===== src/rtl/mult_div_unit.sv =====
// Iterative MULT/MULTU/DIV/DIVU unit feeding the HI/LO write port.
// One shift-add or restoring shift-subtract step per cycle, then a sign-fix cycle.
module mult_div_unit #(
    parameter int WIDTH = 32
) (
    input  logic             clk,
    input  logic             rst,
    input  logic             start,
    input  logic [1:0]       op,
    input  logic [WIDTH-1:0] srcA,
    input  logic [WIDTH-1:0] srcB,
    output logic             busy,
    output logic             done,
    output logic [WIDTH-1:0] highresult,
    output logic [WIDTH-1:0] lowresult,
    output logic             hilowrite
);

    localparam int CW = $clog2(WIDTH + 1);

    // Handshake: start is only looked at in IDLE; done/hilowrite pulse for the
    // single DONE cycle, and a new start is taken from the following IDLE cycle.
    typedef enum logic [1:0] {
        S_IDLE = 2'd0,
        S_CALC = 2'd1,
        S_SIGN = 2'd2,
        S_DONE = 2'd3
    } state_t;

    state_t state_q, state_d;

    logic [CW-1:0]      cnt_q, cnt_d;
    logic               is_div_q, is_div_d;
    logic               neg_main_q, neg_main_d;
    logic               neg_rem_q, neg_rem_d;
    logic               div_zero_q, div_zero_d;
    logic [WIDTH-1:0]   opnd_q, opnd_d;
    logic [WIDTH-1:0]   a_raw_q, a_raw_d;
    logic [2*WIDTH-1:0] acc_q, acc_d;
    logic [WIDTH-1:0]   hi_q, hi_d;
    logic [WIDTH-1:0]   lo_q, lo_d;

    logic               signed_op;
    logic [WIDTH-1:0]   a_mag;
    logic [WIDTH-1:0]   b_mag;
    logic               last_step;
    logic [WIDTH:0]     mul_sum;
    logic [2*WIDTH-1:0] mul_step;
    logic [WIDTH:0]     div_trial;
    logic [2*WIDTH-1:0] div_step;
    logic [2*WIDTH-1:0] prod_fix;
    logic [WIDTH-1:0]   quo_fix;
    logic [WIDTH-1:0]   rem_fix;

    assign signed_op = ~op[0];
    assign a_mag     = (signed_op && srcA[WIDTH-1]) ? -srcA : srcA;
    assign b_mag     = (signed_op && srcB[WIDTH-1]) ? -srcB : srcB;
    assign last_step = (cnt_q == CW'(WIDTH - 1));

    // Multiply: accumulator is {partial product, remaining multiplier bits}.
    assign mul_sum  = {1'b0, acc_q[2*WIDTH-1:WIDTH]}
                    + (acc_q[0] ? {1'b0, opnd_q} : {(WIDTH + 1){1'b0}});
    assign mul_step = {mul_sum, acc_q[WIDTH-1:1]};

    // Divide: accumulator is {partial remainder, dividend bits / quotient bits}.
    assign div_trial = acc_q[2*WIDTH-1:WIDTH-1] - {1'b0, opnd_q};
    assign div_step  = div_trial[WIDTH] ? {acc_q[2*WIDTH-2:0], 1'b0}
                                        : {div_trial[WIDTH-1:0], acc_q[WIDTH-2:0], 1'b1};

    assign prod_fix = neg_main_q ? -acc_q : acc_q;
    assign quo_fix  = neg_main_q ? -acc_q[WIDTH-1:0] : acc_q[WIDTH-1:0];
    assign rem_fix  = neg_rem_q ? -acc_q[2*WIDTH-1:WIDTH] : acc_q[2*WIDTH-1:WIDTH];

    // State register
    always_ff @(posedge clk) begin
        if (rst) begin
            state_q <= S_IDLE;
        end else begin
            state_q <= state_d;
        end
    end

    // Next-state logic
    always_comb begin
        state_d = state_q;
        case (state_q)
            S_IDLE:  if (start) state_d = S_CALC;
            S_CALC:  if (last_step) state_d = S_SIGN;
            S_SIGN:  state_d = S_DONE;
            S_DONE:  state_d = S_IDLE;
            default: state_d = S_IDLE;
        endcase
    end

    // FSM outputs
    always_comb begin
        busy      = (state_q != S_IDLE);
        done      = (state_q == S_DONE);
        hilowrite = (state_q == S_DONE);
    end

    // Datapath next-state
    always_comb begin
        cnt_d      = cnt_q;
        is_div_d   = is_div_q;
        neg_main_d = neg_main_q;
        neg_rem_d  = neg_rem_q;
        div_zero_d = div_zero_q;
        opnd_d     = opnd_q;
        a_raw_d    = a_raw_q;
        acc_d      = acc_q;
        hi_d       = hi_q;
        lo_d       = lo_q;
        case (state_q)
            S_IDLE: begin
                if (start) begin
                    cnt_d      = '0;
                    is_div_d   = op[1];
                    neg_main_d = signed_op & (srcA[WIDTH-1] ^ srcB[WIDTH-1]);
                    neg_rem_d  = signed_op & op[1] & srcA[WIDTH-1];
                    div_zero_d = op[1] & (srcB == '0);
                    a_raw_d    = srcA;
                    opnd_d     = op[1] ? b_mag : a_mag;
                    acc_d      = {{WIDTH{1'b0}}, (op[1] ? a_mag : b_mag)};
                end
            end
            S_CALC: begin
                cnt_d = cnt_q + CW'(1);
                acc_d = is_div_q ? div_step : mul_step;
            end
            S_SIGN: begin
                if (!is_div_q) begin
                    hi_d = prod_fix[2*WIDTH-1:WIDTH];
                    lo_d = prod_fix[WIDTH-1:0];
                end else if (div_zero_q) begin
                    // No trap on divide by zero: hand back the dividend untouched.
                    hi_d = a_raw_q;
                    lo_d = '1;
                end else begin
                    hi_d = rem_fix;
                    lo_d = quo_fix;
                end
            end
            default: ;
        endcase
    end

    always_ff @(posedge clk) begin
        if (rst) begin
            cnt_q      <= '0;
            is_div_q   <= 1'b0;
            neg_main_q <= 1'b0;
            neg_rem_q  <= 1'b0;
            div_zero_q <= 1'b0;
            opnd_q     <= '0;
            a_raw_q    <= '0;
            acc_q      <= '0;
            hi_q       <= '0;
            lo_q       <= '0;
        end else begin
            cnt_q      <= cnt_d;
            is_div_q   <= is_div_d;
            neg_main_q <= neg_main_d;
            neg_rem_q  <= neg_rem_d;
            div_zero_q <= div_zero_d;
            opnd_q     <= opnd_d;
            a_raw_q    <= a_raw_d;
            acc_q      <= acc_d;
            hi_q       <= hi_d;
            lo_q       <= lo_d;
        end
    end

    assign highresult = hi_q;
    assign lowresult  = lo_q;

endmodule


===== config.mk =====
export PLATFORM = sky130hd
export DESIGN_NAME = mult_div_unit
export DESIGN_NICKNAME = d
export VERILOG_FILES = /design/src/rtl/mult_div_unit.sv
export SDC_FILE = /design/constraint.sdc
export NUM_CORES = 1
export LEC_CHECK = 0
export CAP_MARGIN = 20
export CORE_MARGIN = 2
export CORE_UTILIZATION = 50
export DETAILED_ROUTE_END_ITERATION = 12
export PLACE_DENSITY = 0.7
export SYNTH_ARGS = -nofsm -noshare
export SYNTH_HDL_FRONTEND = slang
export SYNTH_SLANG_ARGS = --single-unit

===== constraint.sdc =====
create_clock -name clk -period 3.85 [get_ports clk]
set_input_delay 0.385 -clock clk [delete_from_list [all_inputs] [get_ports clk]]
set_output_delay 0.385 -clock clk [all_outputs]
set_load 0.02 [all_outputs]

## Word-level counts from Yosys, hierarchy flattened

Cells that the tools add are included.

| storage, ports and cells | value |
|---|---|
| register bits | 204 |
| logic and storage cells | 61 |

| cells by class | value |
|---|---|
| add/sub/neg operators | 8 |
| equality and inequality tests | 6 |
| muxes and demuxes | 21 |
| bitwise gates (word level) | 6 |
| reductions and logical operators | 9 |

Operators by type and width:

| cell | number |
|---|---|
| two-way mux 32 bit | 11 |
| two-way mux 64 bit | 4 |
| negation 32 bit | 4 |
| one-hot mux 64 bit (2 select lines) | 1 |
| negation 64 bit | 1 |
| adder 32 x 32 -> 33 bit | 1 |
| subtractor 33 x 32 -> 33 bit | 1 |
| logical NOT 32 bit | 1 |
| one-hot mux 6 bit (2 select lines) | 1 |
| one-hot mux 2 bit (4 select lines) | 1 |
| adder 6 x 1 -> 6 bit (second input constant) | 1 |
| equality test 6 x 5 -> 1 bit (second input constant) | 1 |
| two-way mux 6 bit | 1 |
| AND reduction 2 bit | 3 |
| AND 1 bit | 4 |
| equality test 2 bit (second input constant) | 2 |
| two-way mux 2 bit | 2 |
| != test 2 bit (second input constant) | 2 |
| nonzero test 2 bit | 2 |
| equality test 2 x 1 -> 1 bit (second input constant) | 1 |
| logical AND 1 bit | 2 |
| logical NOT 2 bit | 1 |
| inverter 1 bit | 1 |
| XOR 1 bit | 1 |

## Depth between registers and ports, before layout

| logic depth | value |
|---|---|
| depth in word-level cells | 6 |
| mapped depth | 15 |

## Worst setup path before layout

OpenSTA, ideal clock, no wires.

| timing | value |
|---|---|
| path type | register -> register |
| start | register acc_q[0] |
| end | register acc_q[63] |
| arrival | 2.993 ns |
| path slack | 0.783 ns |
| cell stages (with the launch flop) | 16 |
| buffers on the path | 2 |
| clock period less this slack | 3.067 ns |
| path through | dfxtp_1 > inv_1 > buf_1 > nor2_1 > ha_1 > clkbuf_1 > and4_1 > o211a_1 > o31a_1 > o21ai_0 > a21oi_1 > a41oi_1 > o21ai_0 > nand2_1 > a221o_1 > a31oi_1 |

| on the way | value |
|---|---|
| cells in the longest elaborated chain, start to end | 4 |

RTL lines:

| what | line | source |
|---|---|---|
| start, declared | 39 | `logic [2*WIDTH-1:0] acc_q, acc_d;` |
| start signal, assigned | 157 | `acc_q <= '0;` |
| start signal, assigned | 168 | `acc_q <= acc_d;` |
| two-way mux 32 bit | 62 | `+ (acc_q[0] ? {1'b0, opnd_q} : {(WIDTH + 1){1'b0}});` |
| adder 32 x 32 -> 33 bit | 62 |  |
| two-way mux 64 bit | 129 | `acc_d = is_div_q ? div_step : mul_step;` |
| one-hot mux 64 bit (2 select lines) | 114 | `case (state_q)` |

Every way passes these cells.
A chain may end at the register's enable or synchronous reset.

## Worst setup path in the final report

| timing | value |
|---|---|
| start | register acc_q[31] |
| end | register acc_q[40] |

| on the way | value |
|---|---|
| cells in the longest elaborated chain, start to end | 4 |

RTL lines:

| what | line | source |
|---|---|---|
| subtractor 33 x 32 -> 33 bit | 66 | `assign div_trial = acc_q[2*WIDTH-1:WIDTH-1] - {1'b0, opnd_q};` |
| two-way mux 64 bit | 67 | `assign div_step = div_trial[WIDTH] ? {acc_q[2*WIDTH-2:0], 1'b0}` |
| two-way mux 64 bit | 129 |  |
| one-hot mux 64 bit (2 select lines) | 114 |  |

Every way passes these cells.

==> results <==
- The flow ran to the end, and the final reports show no timing, DRC or antenna violations.
- A synthesized cell averages around 7.4 um2.
- The endpoint identified for the worst register-to-register timing path is acc_q[40].
- The register bit count reported by yosys is 204.
- The worst setup path is of the register to register kind.
- In this run, the number of DRC markers left after iteration 0 of detailed routing was between 1500 and 2000.
- The floorplan step defined a die boundary enclosing 0.0336 mm2.
- Data on the critical path is required at its endpoint by 4.26 ns.
- Yosys mapped a number of flops with a built-in enable equal to 0.
- In the synthesized netlist, the number of instances is roughly 2200.
- For this run, the leading register cell type out of synthesis is dfxtp_1.
- Dividing the detail-routed via count by the number of cells gives 6.19.
- The clock transition at the registers of the reported paths is roughly 0.060 ns.
- The initialized floorplan defines 65 standard-cell rows.
- The type of the tightest min-delay check is input pin to register.
- The die is 183 um tall.
- The clock period could shrink to 3.61 ns.
- When the netlist entered floorplanning its net count stood at 2302.
- The total cell area at the placement stage is between 0.015 and 0.02 mm2.
- The first-pass iteration count of the detailed router is 5.
- The worst reg-to-reg path cell count is 14.
- The worst-case clock buffer depth is 3.
- The maximum fanout count along the critical path is 8.
- Summed over all layers, the global routing overflow is 0.
- The number of max-slew violations in the final report was 0.
- The reg-to-reg setup timing slack is 0.24 ns.
- The maximum clock rate is approximately 280 MHz.
- STA classifies the critical path endpoint as a register.
- The commonest cells after synthesis are nor2_1 (242), nand2_1 (236), dfxtp_1 (204), a21oi_1 (177), o21ai_0 (147).
- Setup violations remaining at the end of the flow were counted as 0.
- The area of the multi-input gates is 0.0111 mm2.
- The startpoint identified for the worst register-to-register timing path is acc_q[31].
- In the final routed layout, each cell accounts on average for 21.7 um.
- Fill cells in the final layout number ~2900.
- Adding up every negative setup slack in the final design gives 0 ns.
- The share of layout cells above drive strength 1 is between 8 and 9%.
- The wire length of the first global-routing pass is ~89000 um.
- The clock drives between 200 and 250 sinks.
- The count of endpoints failing hold in the final timing report is 0.
- ~140 I/O pins were placed.
- The final non-filler cell area is about 0.019 mm2.
- The worst-case vdd ir drop is between 400 and 500 uV.
- Relative to the synthesized area, the layout overhead comes to 17.7%.
- The floorplan step set the die width to between 150 and 200 um.
- The max-cap violation count is 0.
- For this run, design rule violations remaining after detail routing come to 0.
- The pin count of the biggest net entering global routing is 109.
- The routed layout has about 17000 vias.
- For this run, the total global-route usage over all layers was measured as 33.9%.
- In this run the clock root is driven by a clkbuf_16.
- The ratio of final minimum period to clock period is 93.7%.
- The total power after layout is ~11 mW.
- Of the synthesized area, sequential elements account for 25.4%.
- The leakage component of the power is 7.21 nW.
- Summed over all instances, the cell type with the most area after synthesis is dfxtp_1.
- In this run the remaining antenna-violating nets after routing total 0.
- The starting density of the core is 50.8%.
- Synthesis instantiated between 80 and 90 different standard cells from the library.
- After synthesis the cells add up to ~0.016 mm2.
- Headroom to the max-slew limit came out at 34.5%.
- The via count of the first global-routing pass is between 15000 and 20000.
- Yosys attributes the largest share of cell area to dfxtp_1 (25%), xnor2_1 (5.9%), ha_1 (5.7%), nor2_1 (5.7%), a21oi_1 (5.5%).
- TritonCTS built the clock tree.
- The global placement routability congestion is about 0.98.
- Final hold analysis gives a worst-case slack of around 0.38 ns.
- The total detailed-routing wirelength is 57800 um.
- The Yosys step of the flow raised 0 warnings.
- The core area is 0.0316 mm2.
- The launching instance or port of the critical path is acc_q[31].
- For the worst-skew pair, the clock arrives at the later sink with an insertion delay of 0.54 ns.
- The placed wire-length estimate is 43900 um.
- In this run the number of H-tree levels came out at 1.
- The async set-or-reset flop fraction in the synthesized netlist is 0%.
- The most critical setup path has its endpoint at acc_q[40].
- The number of input and output port buffers inserted is 135.
- The endpoint arrival time on the critical path is 4.01 ns.
- For the pin with the worst max-slew slack, the measured transition is a little under 1 ns.
- Of the post-synthesis cell area, the dominant cell type holds 25.4%.
- The most numerous cell in the Yosys netlist is nor2_1.
- After the last flow step, the layout net total stands at 2395.
- Clock skew on the completed layout was measured at 0.0185 ns.
- STA classifies the critical path startpoint as a register.
- TritonCTS created 24 clock buffers.
- The initial antenna violation count is 0.
- Summing all flip-flop and latch instances after layout gives 0.00409 mm2.
- Setup repair after global routing left no endpoint under its margin.
- For this design the ratio of total power to cell area is just under 600 mW/mm2.
- The repair_antennas step left the layout with diodes totalling 0.
[repair_timing]
action                     4_1_cts  5_1_grt
hold buffers                     0        0
gates resized for setup          0        0
setup endpoints to repair        0        1
buffers inserted                 0        3
[worst min path at each step]
stage | startpoint | end | slack [ns] | depth (start not counted)
2_1_floorplan | opnd_q[23] | opnd_q[23] | 0.43 | 2
3_3_place_gp | opnd_q[25] | opnd_q[25] | 0.44 | 2
3_5_place_dp | a_raw_q[30] | a_raw_q[30] | 0.45 | 2
4_1_cts | rst | acc_q[13] | 0.37 | 2
5_1_grt | rst | highresult[27] | 0.42 | 2
6_report | rst | highresult[27] | 0.38 | 2
[flip-flops by register name, summed over array words and instances (netlist names)]
| name | cells |
|---|---|
| a_raw_q | 32 |
| acc_q | 64 |
| cnt_q | 6 |
| div_zero_q | 1 |
| highresult | 32 |
| is_div_q | 1 |
| lowresult | 32 |
| neg_main_q | 1 |
| neg_rem_q | 1 |
| opnd_q | 32 |
| state_q | 2 |
[kinds of logic (layout without fill, tap and decap cells)]
family | Yosys count | count (layout) | synth area share (%)
compound gates | 655 | 655 | 26.2
xor+xnor | 197 | 197 | 10.7
fa+ha+maj | 75 | 75 | 5.93
buf+inv | 232 | 343 | 5.58
flops | 204 | 204 | 25.4
mux | 89 | 89 | 5.74
simple gates | 706 | 706 | 20.4
[final cells by class]
class | instances | share of cell area [%]
Clock buffer | 31 | 3.47
Clock inverter | 13 | 1.07
Inverter | 73 | 1.45
Multi-Input combinational cell | 1722 | 58.9
Sequential cell | 204 | 21.6
Tap cell | 402 | 2.66
Timing Repair Buffer | 226 | 10.9
[per-layer routing]
metal	vias to the layer above	GRT usage (%)	routed length (um)	share of wire, %
li1	7865	-	-	-
met1	7837	48.2	25600	44
met2	730	51.8	25000	43
met3	107	4.55	4870	8.4
met4	0	13.2	2400	4.1
met5	-	0	0	0
[stage by stage]
step / setup WS [ns] / cells / util, %
after floorplan: 0.783 / 2158 / -
after global placement: 0.315 / 2624 / 57.0
after detailed placement: 0.312 / 2624 / 57.0
after CTS: 0.258 / 2668 / 59.7
after global routing: 0.0168 / 2671 / 59.8
final: 0.241 / 2671 / 59.8
[report_power, final]
part | internal [mW] | switching (mW) | total, mW
combinational | 2.12 | 3.37 | 5.49
sequential | 2.64 | 0.602 | 3.24
clock | 1.49 | 0.991 | 2.48
[cell usage in the layout, fill, tap and decap left out, drive strengths merged, types with 8 or more instances in the layout]
master,n
o31ai,30
nand4,15
ha,73
o211ai,25
nor4,14
mux2i,64
nand2b,35
clkinv,8
o21a,11
clkdlybuf4s50,133
dfxtp,204
o21ai,156
buf,93
or2,9
xnor2,108
a211oi,103
o41ai,12
mux2,25
nor3,52
nor2,242
xor2,89
clkbuf,31
o22ai,14
or3,16
inv,72
nand2,236
a31oi,12
or4,12
nor2b,18
nand3,26
a22oi,21
a21oi,179
and2,10
a21o,28
[critical path: stages, from the launching register on]
cell and delay (ns):
dfxtp_1 0.40, inv_1 0.11, ha_1 0.23, fa_1 0.42
nor2b_1 0.20, o31a_1 0.22, o21ai_0 0.23, nand3_1 0.21
nand3_1 0.12, o21ai_1 0.33, xor2_4 0.36, buf_4 0.18
buf_4 0.17, mux2i_1 0.20, o21ai_0 0.10
(Power assumes the default switching activity.)
==> patch, RTL diff (config.mk and constraints unchanged) <==
Change the parameter `WIDTH` from 32 to 16.
--- a/src/rtl/mult_div_unit.sv
+++ b/src/rtl/mult_div_unit.sv
@@ -3,3 +3,3 @@
 module mult_div_unit #(
-    parameter int WIDTH = 32
+    parameter int WIDTH = 16
 ) (
Ports: changed (resized highresult, lowresult, srcA and srcB); port bits go from 136 to 72. No check against the original RTL was run, so the function may have changed too.
==> patch against the original RTL <==
Final area decreased by 51%; setup slack improved by 95 ps; routed wire length fell by 59%; highest routed layer unchanged; largest power group unchanged; total power decreased by 50%; cell count decreased by 50%; fmax rose by 2.7%; area after synthesis decreased by 50%; sequential cell count is 97 lower.
==> patch: results (changes against the original RTL) <==
.. list-table::
   :header-rows: 1

   * - Metric
     - Value
   * - Peak supply drop
     - 0.324 mV (-23%)
   * - DR WL/cell
     - 17.8 um (-18%)
   * - GRT Resource Usage Total
     - 27.7% (-6.1 points)
   * - Maximum number of pins on one net before global-route repair
     - 90 (-17%)
   * - Cell variety after synth
     - 61 (-29%)
   * - Post-layout net count
     - 1,203 (-50%)
   * - Maximum clock skew at final layout
     - 13.8 ps (-4.65 ps)
   * - Share of cells above drive strength 1
     - 5.94% (-3.0 points)
   * - Clock transition at the registers of the reported paths
     - 90 ps (+30 ps)
   * - Max frequency
     - 285 MHz (+2.7%)
   * - Run status
     - completed
   * - Number of buffer cells added on primary ports
     - 71 (-47%)
   * - Standby leakage power
     - 0.00357 uW (-50%)
   * - Number of DRC markers in iteration 0
     - 683 (-61%)
   * - Max reg flops
     - 32 (-50%)
   * - Maximum count of clock buffers along a single path
     - 2 (-1)
   * - Number of global-route vias before repair
     - 7,129 (-53%)
   * - Share of the yosys chip area belonging to registers
     - 26.4% (+0.98 points)
   * - Routed via count divided by cell count
     - 5.78 (-6.7%)
   * - Longest individual stage delay on the worst path
     - 540 ps (+120 ps)
   * - Most area-consuming cells after synthesis
     - sky130_fd_sc_hd__dfxtp_1 (26%), sky130_fd_sc_hd__nor2_1 (7.1%), sky130_fd_sc_hd__ha_1 (6.5%), sky130_fd_sc_hd__mux2i_1 (5.7%), sky130_fd_sc_hd__a21oi_1 (5.6%)
   * - Hpwl dp
     - 17.9 mm (-59%)
   * - H-tree depth reported by CTS
     - 3 (+2)
   * - Worst slew slack as a fraction of its limit
     - 35.7% (+1.2 points)
   * - Worst Setup Slack post-DPL
     - 442 ps (+130 ps)
   * - Number of filler instances in the final layout
     - 1,536 (-47%)
   * - Startpoint of the most critical register-to-register path
     - acc_q[16]
   * - Critical path startpoint
     - acc_q[16]
   * - Critical Path AT
     - 3770 ps (-240 ps)
   * - Setup slack, reg-to-reg
     - 340 ps (+90 ps)
   * - Worst reg-to-reg path cell count
     - 12 (-2)
   * - Number of buffers created by CTS
     - 9 (-63%)
patch: cell count changes in the layout (fill, tap and decap cells not counted), sizes merged, moves of 63 or more:
cell	change
clkdlybuf4s50	-63
nand2	-115
buf	-68
o21ai	-86
dfxtp	-97
nor2	-89
a21oi	-88
patch: layer usage:
layer | vias up | part of all wire [%] | track usage [%] | routed length, um
met5 | - | 0 | 0 | 0
met4 | 0 | 2.5 | 8.39 | 608
met3 | 33 | 6.7 | 5.09 | 1610
met2 | 260 | 45 | 42.6 | 10700
met1 | 3606 | 46 | 39.4 | 11100
li1 | 3858 | - | - | -
patch: cells by family after synthesis:
kind of cell             after synthesis  synth area share (%)
adder cells (fa/ha/maj)               44                  6.97
XOR/XNOR                              93                  10.0
buffers and inverters                120                  5.81
flip-flops                           107                  26.4
AND/OR/NAND/NOR                      380                  20.7
multiplexers                          56                  7.06
AO/OA/AOI/OAI                        294                  23.0
patch: final cells by class:
class	count	area [um2]	area share [%]
clock buffers	9	225	2.42
clock inverters	7	88.8	0.956
inverters	42	158	1.70
multi-input cells	867	5510	59.4
flip-flops and latches	107	2140	23.1
well taps	216	270	2.91
repair buffers	95	888	9.56
patch: metrics by stage:
stage | area, um2 | cells
6_report | 9290 | 1343
5_1_grt | 9290 | 1343
2_1_floorplan | 8110 | 1094
3_3_place_gp | 8970 | 1326
4_1_cts | 9290 | 1343
3_5_place_dp | 8970 | 1327
patch: where the power goes:
part / leakage [uW] / internal [uW] / switching [uW]
clock network: 0.000153 / 471 / 511
registers: 0.000874 / 1380 / 332
logic: 0.00254 / 1170 / 1770
